### config.mk
export PLATFORM = sky130hd
export DESIGN_NAME = pipeline_hazard_ctrl
export DESIGN_NICKNAME = d
export VERILOG_FILES = /design/src/rtl/pipeline_hazard_ctrl.sv
export SDC_FILE = /design/constraint.sdc
export NUM_CORES = 1
export LEC_CHECK = 0
export ABC_CLOCK_PERIOD_IN_PS = 4700
export CORE_ASPECT_RATIO = 1.25
export CORE_UTILIZATION = 52
export DETAILED_ROUTE_END_ITERATION = 12
export GPL_ROUTABILITY_DRIVEN = 0
export PLACE_DENSITY = 0.88
export SYNTH_ARGS = -nofsm -noshare
export SYNTH_HDL_FRONTEND = slang
export SYNTH_SLANG_ARGS = --single-unit
### constraint.sdc
create_clock -name clk -period 4.7 [get_ports clk]
set_input_delay 1.41 -clock clk [delete_from_list [all_inputs] [get_ports clk]]
set_output_delay 1.41 -clock clk [all_outputs]
set_load 0.02 [all_outputs]
### src/rtl/pipeline_hazard_ctrl.sv
// Pipeline sequencing controller: load-use stalls, ID-stage redirect flushes,
// debug halt/single-step drain FSM and saturating stall/flush event counters.
module pipeline_hazard_ctrl #(
   parameter int CNT_W = 16,
   parameter int DRAIN = 3
) (
   input  logic             clk,
   input  logic             rst_n,
   input  logic [4:0]       id_rs,
   input  logic [4:0]       id_rt,
   input  logic             id_uses_rt,
   input  logic             ex_mem_read,
   input  logic [4:0]       ex_rt,
   input  logic             id_branch_taken,
   input  logic             id_jump,
   input  logic             dbg_halt_req,
   input  logic             dbg_step,
   output logic             pc_we,
   output logic             ifid_we,
   output logic             ifid_flush,
   output logic             idex_bubble,
   output logic             halted,
   output logic [CNT_W-1:0] stall_count,
   output logic [CNT_W-1:0] flush_count
);

   localparam int DW = (DRAIN > 1) ? $clog2(DRAIN) : 1;

   typedef enum logic [1:0] {RUN, HALTING, HALTED, STEP} state_t;

   state_t          r_state, w_state_nxt;
   logic [DW-1:0]   r_drain, w_drain_nxt;
   logic            r_halted;
   logic [CNT_W-1:0] r_stall_cnt, r_flush_cnt;
   logic            w_hazard, w_redirect;
   logic            w_stall_evt, w_flush_evt;

   assign w_hazard   = ex_mem_read && (ex_rt != 5'd0) &&
                       ((ex_rt == id_rs) || (id_uses_rt && (ex_rt == id_rt)));
   assign w_redirect = id_branch_taken || id_jump;

   // Default action is FREEZE; issuing states override it below.
   always_comb begin
      pc_we       = 1'b0;
      ifid_we     = 1'b0;
      ifid_flush  = 1'b0;
      idex_bubble = 1'b1;
      w_stall_evt = 1'b0;
      w_flush_evt = 1'b0;
      w_state_nxt = r_state;
      w_drain_nxt = r_drain;
      if (!rst_n) begin
         ifid_flush  = 1'b1;
         w_state_nxt = RUN;
      end else begin
         case (r_state)
            RUN, STEP: begin
               if (r_state == RUN && dbg_halt_req) begin
                  w_state_nxt = HALTING;
                  w_drain_nxt = DW'(DRAIN - 1);
               end else begin
                  if (w_hazard) begin
                     w_stall_evt = 1'b1;
                  end else if (w_redirect) begin
                     pc_we       = 1'b1;
                     ifid_we     = 1'b1;
                     ifid_flush  = 1'b1;
                     idex_bubble = 1'b0;
                     w_flush_evt = 1'b1;
                  end else begin
                     pc_we       = 1'b1;
                     ifid_we     = 1'b1;
                     idex_bubble = 1'b0;
                  end
                  if (r_state == STEP) begin
                     w_state_nxt = HALTING;
                     w_drain_nxt = DW'(DRAIN - 1);
                  end
               end
            end
            HALTING: begin
               if (r_drain == '0) w_state_nxt = HALTED;
               else               w_drain_nxt = r_drain - 1'b1;
            end
            HALTED: begin
               if (!dbg_halt_req) w_state_nxt = RUN;
               else if (dbg_step) w_state_nxt = STEP;
            end
            default: w_state_nxt = RUN;
         endcase
      end
   end

   always_ff @(posedge clk) begin
      if (!rst_n) begin
         r_state     <= RUN;
         r_drain     <= '0;
         r_halted    <= 1'b0;
         r_stall_cnt <= '0;
         r_flush_cnt <= '0;
      end else begin
         r_state  <= w_state_nxt;
         r_drain  <= w_drain_nxt;
         r_halted <= (w_state_nxt == HALTED);
         if (w_stall_evt && (r_stall_cnt != '1)) r_stall_cnt <= r_stall_cnt + 1'b1;
         if (w_flush_evt && (r_flush_cnt != '1)) r_flush_cnt <= r_flush_cnt + 1'b1;
      end
   end

   assign halted      = r_halted;
   assign stall_count = r_stall_cnt;
   assign flush_count = r_flush_cnt;

endmodule

### Word level (Yosys, flattened, before mapping)

Cells that the tools add are included.

* flip-flop bits (word level): 37

* reduce and logical (&&, ||, !) cells: 14
* equal/unequal tests: 10
* add/sub/neg operators: 3
* multiplexer cells: 28

Operators by type and width (number)
* $add A16 B1 Y16 const B: 2
* $ne A16 B16 Y1 const B: 2
* $mux W2: 9
* $mux W1: 17
* $eq A5 B5 Y1: 2
* $eq A2 B2 Y1 const B: 3
* $logic_and A1 B1 Y1: 6
* $pmux W2 S3: 1
* $reduce_bool A5 Y1: 1
* $logic_not A2 Y1: 2
* $pmux W2 S2: 1
* $ne A3 B3 Y1 const B: 1
* $reduce_and A3 Y1: 1
* $eq A2 B1 Y1 const B: 1
* $logic_or A1 B1 Y1: 2
* $ne A2 B2 Y1 const B: 1
* $reduce_bool A2 Y1: 1
* $reduce_or A2 Y1: 1
* $sub A2 B1 Y2 const B: 1

### Logic depth before layout (Yosys ltp)

Gate-level depths: netlist (run 1).

* word-level depth: 9
* depth in mapped cells: 10
* depth with buffers taken out: 8

### Worst setup path before layout (run 1)

No wires, ideal clock.

* kind: input-to-output
* start point: in ex_rt[1]
* end point: out pc_we
* setup slack: 0.236 ns
* required time: 3.290 ns
* arrival time: 3.054 ns
* cell stages on the path: 7
* path through: or4_1 > o21ai_2 > nor2b_2 > buf_6 > buf_2 > nor2_1 > buf_4

* word-level cells in the longest chain between the ends: 8
* elaborated cells on any way between the ends: 11

Ends and longest elaborated chain
* start, declared: RTL line 13 `input logic [4:0] ex_rt,`
* $eq A5 B5 Y1: RTL line 39 `((ex_rt == id_rs) || (id_uses_rt && (ex_rt == id_rt)));`
* $logic_and A1 B1 Y1: RTL line 39
* $logic_or A1 B1 Y1: RTL line 39
* $logic_and A1 B1 Y1 (*): RTL line 38 `assign w_hazard = ex_mem_read && (ex_rt != 5'd0) &&`
* $mux W1 (*) (4 in series)
* end, declared: RTL line 18 `output logic pc_we,`

Every way passes the cells marked *; elsewhere a longest branch is shown, timed or not.

### Final worst setup path (run 1)

* start point: in ex_rt[1]
* end point: out ifid_we

* word-level cells in the longest chain between the ends: 8
* elaborated cells on any way between the ends: 11

Ends and longest elaborated chain
* $eq A5 B5 Y1: RTL line 39
* $logic_and A1 B1 Y1: RTL line 39
* $logic_or A1 B1 Y1: RTL line 39
* $logic_and A1 B1 Y1 (*): RTL line 38
* $mux W1 (*): RTL line 62 `if (w_hazard) begin`
* $mux W1 (*): RTL line 58 `if (r_state == RUN && dbg_halt_req) begin`
* $mux W1 (*): RTL line 56 `case (r_state)`
* $mux W1 (*): RTL line 52 `if (!rst_n) begin`
* end, declared: RTL line 19 `output logic ifid_we,`

Marked as above.

==> results of run 1 <==
## synth_stat cells (4+ instances only)
cell,number
dfxtp_1,37
nand2_1,27
a21oi_1,18
nand3_1,16
nor2_1,13
o31ai_1,13
or4_1,13
inv_1,10
o21ai_0,10
xnor2_1,10
ha_1,7
mux2i_1,7
nand2b_1,7
nand4_1,7
and3_1,6
clkbuf_1,6
nor3_1,5
and4_1,4
## how the worst max path moves through the flow
stage	startpoint	to	slack, ns	cells after the start
after floorplan	ex_rt[1]	pc_we	0.24	7
after global placement	ex_rt[2]	pc_we	-0.16	6
after detailed placement	ex_rt[1]	ifid_we	-0.23	6
after CTS	ex_rt[1]	idex_bubble	0.04	7
after global routing	ex_rt[1]	ifid_we	-0.03	6
final	ex_rt[1]	ifid_we	0.07	6
## what timing repair did
item                       CTS  global route
resized for setup            4             7
setup endpoints to repair    4             4
pin swaps                    0             1
setup buffers                0             1
hold buffers                 0             0
## cells by family (layout without fill, tap and decap cells)
logic type	Yosys count	in the layout	synth area share
flip-flops	37	37	0.346
buffers and inverters	22	88	0.0496
AO/OA/AOI/OAI	64	64	0.201
multiplexers	7	7	0.0327
AND/OR/NAND/NOR	111	111	0.281
XOR/XNOR	12	12	0.0490
adder cells (fa/ha/maj)	7	7	0.0409
## flip-flops by register name, summed over array words and instances (netlist names)
name / cells
halted: 1
stall_count: 16
r_drain: 2
r_state: 2
flush_count: 16
## final cells by class
type,instances,area [um2]
fillers,308,971
clock buffers,7,96.3
clock inverters,1,5.00
repair buffers,69,653
flip-flops and latches,37,741
inverters,11,41.3
multi-input cells,201,1300
well taps,54,67.6
## power by group through the flow
stage,logic [uW],registers [uW],clock network [uW]
2_1_floorplan,111,349,0
3_3_place_gp,176,344,0
3_5_place_dp,180,345,0
4_1_cts,177,338,251
5_1_grt,196,340,264
6_report,177,338,249
## layer usage
| layer | GRT usage | up-vias | wire length (um) |
|---|---|---|---|
| met5 | 0 | - | 0 |
| met3 | 0.0511 | 8 | 269 |
| li1 | - | 1105 | - |
| met2 | 0.419 | 71 | 2690 |
| met1 | 0.295 | 1092 | 2240 |
| met4 | 0.132 | 0 | 72 |
## critical path: stages
cell and delay [ns]:
clkdlybuf4s50_1 0.45, or4_1 0.56, o21ai_2 0.23, nor2b_4 0.08, nor2_2 0.14, dlygate4sd2_1 0.35
## per-stage QoR
| step | instances | hold WS [ns] | util |
|---|---|---|---|
| 2_1_floorplan | 260 | 0.432 | - |
| 3_3_place_gp | 371 | 0.444 | 0.723 |
| 3_5_place_dp | 371 | 0.458 | 0.723 |
| 4_1_cts | 379 | 0.468 | 0.748 |
| 5_1_grt | 380 | 0.497 | 0.750 |
| 6_report | 380 | 0.462 | 0.750 |
==> out/metrics.yaml, run 1 <==
vias: 2276
min-delay-start: "r_drain[1]"
syn-cell-area_um2: 2140
combPwrFrac: 0.232
finalWorstPathRequiredPeriod_ns: 4.63
finClkSkew_ns: 0.00769
nNetsFinal: 355
seq_area_frac_synth: 0.346
cts_made_buffers: 5
rsz0062_at_grt: "true"
synthDominantCellAreaShare: 0.346
rows: 25
setup-violations-final: 0
rr_startpoint: "r_state[1]"
netlist_instances: 260
rr_endpoint: "stall_count[8]"
cts_sinks: 37
hold_viol: 0
reg2reg_slack_ns: 2.03
required_ns: 3.29
place_area_um2: 2800
synth-main-ff-cell: "dfxtp_1"
p_total_uw: 764
post_drt_via_cell_ratio: 5.99
yosys.area.top_type: "dfxtp_1"
die_h_um: 73.8
layout_common_cells: "clkdlybuf4s50_1 (55), dfxtp_1 (37), nand2_1 (27)"
maxSlewHeadroom: 0.493
dp_hpwl_um: 3740
drt-total-wl_um: 5270
ant_nets: 0
worst-endpoint-arrival_ns: 3.22
grt_pass1_wl_um: 8540
whs_endpoint: "r_drain[1]"
cts_max_path_buffers: 2
yosys_warnings: 0
worst_setup_path_start_kind: "input pin"
power_density_nw_per_um2: 263
antenna_cells: 0
clk_latency_ns: 0.30
max_freq_mhz: 216
pin_count: 60
clk_pin_slew_ns: 0.07
drc: 0
yosysUniqueCellTypes: 45
grt_max_degree: 25
setup_slack_ns: 0.0665
areaGrowthSynthToFinish_pct: 35.7
critical_path_class: "in2out"
status: "finished, final reports clean"
synth_edf_count: 0
drtIter0Drc: 119
cap_viol_max_count: 0
io_buffers: 59
cts_root_buf: "clkbuf_8"
finalSetupTns_ns: 0
grt_pass1_vias: 2064
avgSynthCellArea_um2: 8.24
drive_gt1_frac: 0.0767
end_kind: "primary output"
netSwitchingFraction: 0.292
cts_max_level: 2
yosys-top-cells-area: "dfxtp_1 (35%), nand2_1 (4.7%), o31ai_1 (4.6%)"
synthArstFlopShare: 0
place_worst_setup_slack_ns: -0.231
hold_class: "reg2reg"
switchingPower_uw: 223
irDropWorstVdd_mv: 0.184
dr.pass1.iters: 4
dieWidth_um: 59.4
internal_power_uw: 541
leakage_uw: 0.00102
drv_slew: 0
grt_usage: 0.250
clockPowerShare: 0.326
antenna_found_initial: 0
grt_remaining_overflow: 0
hold_depth: 2
final_area_um2: 2910
worstRegToRegCells: 9
cts_tree: "done"
syn_nets: 290
dieArea_um2: 4380
final_common_cell: "clkdlybuf4s50_1"
wl_per_cell_um: 13.9
synth_seq_cells: 37
fin_crit_sh: 0.986
core-area_um2: 3880
start_util: 0.553
cp_max_fo: 3
p_seq_frac: 0.442
worstMarginPinSlew_ns: 0.755
Note: power is estimated with default switching activity, not from simulation.
==> run 2: changes to the inputs <==
HOLD_SLACK_MARGIN = 0.08   (was default)
==> results of run 2 <==
Final layout, timing and power as in run 1 (identical DEF).
==> run 3: changes to the inputs <==
SLEW_MARGIN = 20   (was default)
==> results of run 3 <==
Final layout, timing and power as in run 1 (identical DEF).
